**src/rtl/lab3_decoder_scan_if.sv**
```systemverilog
// Decoder/scan bus: control inputs and registered one-hot outputs.
interface lab3_decoder_scan_if #(
  parameter int SEL_W = 5
);
  localparam int N = 1 << SEL_W;

  logic             enable;
  logic             mode;
  logic [SEL_W-1:0] sel;
  logic             load;
  logic [SEL_W-1:0] limit;
  logic [N-1:0]     dout;
  logic [SEL_W-1:0] index;
  logic             wrap;

  modport master (
    output enable, mode, sel, load, limit,
    input  dout, index, wrap
  );

  modport slave (
    input  enable, mode, sel, load, limit,
    output dout, index, wrap
  );
endinterface

```
**src/rtl/lab3_decoder_scan.sv**
```systemverilog
// Registered one-hot decoder with direct and auto-scan modes.
// DECODER_ACTIVE_LOW_EN: dout is driven active-low (idle/reset all-ones).
module lab3_decoder_scan #(
  parameter int SEL_W = 5,
  parameter int DWELL = 4
) (
  input  logic                clk,
  input  logic                rst,
  lab3_decoder_scan_if.slave  bus
);
  localparam int N  = 1 << SEL_W;
  localparam int CW = (DWELL > 1) ? $clog2(DWELL) : 1;
  localparam logic [CW-1:0] CNT_MAX = CW'(DWELL - 1);
  localparam logic [N-1:0]  ONE     = N'(1);

  typedef enum logic [1:0] {
    IDLE,
    DIRECT,
    SCAN
  } state_e;

  state_e           state_q, state_d;
  logic [SEL_W-1:0] index_q, index_d;
  logic [N-1:0]     dout_q, dout_d;
  logic             wrap_q, wrap_d;
  logic [CW-1:0]    cnt_q, cnt_d;

  always_ff @(posedge clk or posedge rst) begin
    if (rst) begin
      state_q <= IDLE;
      index_q <= '0;
      dout_q  <= '0;
      wrap_q  <= 1'b0;
      cnt_q   <= '0;
    end else begin
      state_q <= state_d;
      index_q <= index_d;
      dout_q  <= dout_d;
      wrap_q  <= wrap_d;
      cnt_q   <= cnt_d;
    end
  end

  always_comb begin
    state_d = IDLE;
    index_d = index_q;
    dout_d  = '0;
    wrap_d  = 1'b0;
    cnt_d   = '0;

    unique case (1'b1)
      !bus.enable:             state_d = IDLE;
      bus.enable && !bus.mode: state_d = DIRECT;
      bus.enable && bus.mode:  state_d = SCAN;
      default:                 state_d = IDLE;
    endcase

    unique case (state_d)
      DIRECT: begin
        index_d = bus.sel;
        dout_d  = ONE << bus.sel;
      end
      SCAN: begin
        // Entry cycle starts a fresh dwell on the held index
        if (bus.load) begin
          index_d = bus.sel;
        end else if (state_q != SCAN) begin
          index_d = index_q;
        end else if (cnt_q != CNT_MAX) begin
          cnt_d = cnt_q + 1'b1;
        end else if (index_q >= bus.limit) begin
          index_d = '0;
          wrap_d  = 1'b1;
        end else begin
          index_d = index_q + 1'b1;
        end
        dout_d = ONE << index_d;
      end
      default: begin
        dout_d = '0;
      end
    endcase
  end

  assign bus.index = index_q;
  assign bus.wrap  = wrap_q;
`ifdef DECODER_ACTIVE_LOW_EN
  assign bus.dout  = ~dout_q;
`else
  assign bus.dout  = dout_q;
`endif

endmodule

```
**src/flat_wrapper.sv**
```systemverilog
// flat-port wrapper written by rule: the top's interface ports become plain ports
module lab3_decoder_scan_flat 
#(
  parameter int SEL_W = 5,
  parameter int DWELL = 4
)
  (clk, rst, bus_enable, bus_mode, bus_sel, bus_load, bus_limit, bus_dout, bus_index, bus_wrap);
  lab3_decoder_scan_if #(.SEL_W(SEL_W)) bus_i ();
  input  logic clk;
  input  logic rst;
  input wire logic [$bits(bus_i.enable)-1:0] bus_enable;
  input wire logic [$bits(bus_i.mode)-1:0] bus_mode;
  input wire logic [$bits(bus_i.sel)-1:0] bus_sel;
  input wire logic [$bits(bus_i.load)-1:0] bus_load;
  input wire logic [$bits(bus_i.limit)-1:0] bus_limit;
  output wire logic [$bits(bus_i.dout)-1:0] bus_dout;
  output wire logic [$bits(bus_i.index)-1:0] bus_index;
  output wire logic [$bits(bus_i.wrap)-1:0] bus_wrap;
  assign bus_i.enable = bus_enable;
  assign bus_i.mode = bus_mode;
  assign bus_i.sel = bus_sel;
  assign bus_i.load = bus_load;
  assign bus_i.limit = bus_limit;
  assign bus_dout = bus_i.dout;
  assign bus_index = bus_i.index;
  assign bus_wrap = bus_i.wrap;
  lab3_decoder_scan #(.SEL_W(SEL_W), .DWELL(DWELL)) u_core (.clk(clk), .rst(rst), .bus(bus_i));
endmodule
```
**config.mk**
```make
export PLATFORM = sky130hd
export DESIGN_NAME = lab3_decoder_scan_flat
export DESIGN_NICKNAME = d
export VERILOG_FILES = /design/src/rtl/lab3_decoder_scan_if.sv /design/src/rtl/lab3_decoder_scan.sv /design/src/flat_wrapper.sv
export SDC_FILE = /design/constraint.sdc
export NUM_CORES = 1
export LEC_CHECK = 0
export ABC_AREA = 1
export CAP_MARGIN = 20
export CORE_MARGIN = 2
export CORE_UTILIZATION = 30
export DETAILED_ROUTE_END_ITERATION = 7
export SYNTH_ARGS = -nofsm -noshare
export SYNTH_HDL_FRONTEND = slang
export SYNTH_SLANG_ARGS = --single-unit
```
**constraint.sdc**
```tcl
create_clock -name clk -period 4.25 [get_ports clk]
set_clock_uncertainty 0.05 [all_clocks]
set_input_delay 0.6375 -clock clk [delete_from_list [all_inputs] [get_ports clk]]
set_output_delay 0.6375 -clock clk [all_outputs]
set_load 0.01 [all_outputs]
```
==> impl_metrics.toml <==
[status]
run_status = "completed"

[critical_path]
cp_max_fo = 16
cp-start-kind = "primary input"
path_class = "primary input to register"
cp.arrival_ps = 2680
reg2regPathDepth = 9
required_ps = 4410
reg2reg_from = "u_core.bus.index[3]"
crit_end = "u_core.bus.dout[1]"
end_kind = "register"
r2r_slack_ps = 2070
rr_endpoint = "u_core.bus.dout[1]"
cp-startpoint = "bus_limit[4]"

[sta]
rsz0062_at_grt = "no"
setup-violations-final = 0
hold_ws_ps = 393
min_period_ps = 2520
max_slew_margin_pct = 52.8
tightest_slew_ps = 707
fmax_mhz = 396
post-route-period-util_pct = 59.4
finalHoldViolCount = 0
setup_slack_ps = 1730
finalSetupTns_ps = 0
drv_slew = 0

[power_and_ir_drop]
ir_drop_uv = 174
p_per_area_nw_per_um2 = 325
p_total_uw = 846
p_leak_uw = 0.00123

[yosys]
synth_warnings = 0
ys_seq_area_share_pct = 55.7
synth_area_um2 = 1890
syn_nets = 235
synthCells = 213
ys_seq_elements = 42
syn_avg_cell_area_um2 = 8.86
ys_types = 21

[placed_design]
io_buffers = 52
routabilityCongestion = 0.824
dp_hpwl_um = 3190
preCtsSetupSlack_ps = 1400

[floorplan]
num_rows = 28
initial_core_util_pct = 31.5
die_w_um = 83.3
io_pins = 53
core_area_um2 = 5990
die_area_um2 = 6940
dieHeight_um = 83.3

[routing]
drt_first_iter_violations = 61
viasPerCell = 4.33
routedWlPerCell_um = 11.9
drc = 0
vias = 1501
ant_nets = 0
firstDrtPassIters = 4
routed_wl_um = 4120

[clocking]
clk_latency_ps = 290
clockRootBuffer = "clkbuf_8"
htree_levels = 2
cts_tree = "built"
path_clk_slew_ps = 70
clock-sinks = 42
cts_made_buffers = 5
cts.path.max_buffers = 2
postCtsSetupBuffers = 0
cts-resized-gates = 0
cts_hold_buf = 0

[layout]
fin_util_pct = 43.4
drive_gt1_share_pct = 11.4
final_nets = 293
area_growth_pct = 37.9
n_antenna_cell = 0

[global_routing]
grt-ovfl-total = 0
grtUsageTotal_pct = 12.8
grt_pass1_vias = 1530
grt_max_degree = 24
antenna_found_initial = 0
grt_pass1_wl_um = 7230

[min_path]
hp-class = "register to register"
hold_start = "u_core.cnt_q[0]"

[job]
cap_violations = 0
[how the worst min path moves through the flow]
stage	endpoint	slack (ps)	depth (start not counted)
3_5_place_dp	u_core.cnt_q[0]	380	1
5_1_grt	u_core.cnt_q[0]	420	1
4_1_cts	u_core.cnt_q[0]	400	1
2_1_floorplan	u_core.cnt_q[0]	360	1
6_report	u_core.cnt_q[0]	390	1
3_3_place_gp	u_core.cnt_q[0]	380	1
[registers in the layout, indices dropped and copies added, names as in the netlist]
register,flops
u_core.bus.dout,32
u_core.bus.index,5
u_core.bus.wrap,1
u_core.cnt_q,2
u_core.state_q,2
[layout make-up]
type	count	area, um^2
fillers	594	3390
flip-flops and latches	42	1050
multi-input cells	144	729
repair buffers	53	528
inverters	25	93.8
well taps	75	93.8
clock buffers	7	76.3
clock inverters	1	30.0
[Yosys cell counts]
cell	number	share of area, %
a21oi_1	3	0.80
a21oi_2	1	0.46
buf_2	1	0.26
buf_4	1	0.40
clkinv_1	2	0.40
dfrtp_1	42	56
ha_1	7	4.6
inv_1	20	4.0
inv_2	3	0.60
nand2_1	47	9.4
nand2_2	6	2.0
nand2_4	1	0.60
nand3_1	19	5.0
nor2_1	41	8.2
nor2_2	6	2.0
nor2_4	3	1.8
nor2_8	1	1.1
nor3_1	1	0.26
o21ai_0	4	1.1
or2_2	3	0.99
xor2_1	1	0.46
[report_power, final]
group	total, uW	switching [uW]	internal, uW
logic	122	70.8	51.5
clock network	301	126	176
registers	422	12.5	410
[worst max-delay path, stage by stage]
cell and delay [ps]:
clkdlybuf4s50_1 450, inv_1 40, ha_1 280, nand2_1 70, nor2_1 100, nand2_1 80, nand3_1 110, nand2_1 90
nand3_1 110, nand3_1 460, nor2_1 260
[placed cells by master, fill, tap and decap left out, types with 4 or more instances in the layout]
| master | instances |
|---|---|
| nand2_2 | 6 |
| ha_1 | 7 |
| clkbuf_8 | 5 |
| nand3_1 | 19 |
| nand2_1 | 47 |
| nor2_1 | 41 |
| nor2_2 | 6 |
| dfrtp_1 | 42 |
| inv_1 | 20 |
| o21ai_0 | 4 |
| clkdlybuf4s50_1 | 52 |
[stage by stage]
step | cell area [um^2] | std cells
2_1_floorplan | 1890 | 213
3_3_place_gp | 2500 | 339
3_5_place_dp | 2500 | 339
4_1_cts | 2600 | 347
5_1_grt | 2600 | 347
6_report | 2600 | 347
[logic make-up after synthesis]
family                   share of synthesized area (%)
buffers and inverters                             5.64
AO/OA/AOI/OAI                                     2.32
AND/OR/NAND/NOR                                   31.2
XOR/XNOR                                         0.464
adder cells (fa/ha/maj)                           4.64
flip-flops                                        55.7
[layer usage]
| metal | GRT usage, % | routed length, um |
|---|---|---|
| met1 | 17.8 | 2040 |
| met2 | 19.6 | 1810 |
| met5 | 0 | 0 |
| met4 | 3.58 | 54 |
| met3 | 3.68 | 215 |
Note: power is estimated with default switching activity, not from simulation.
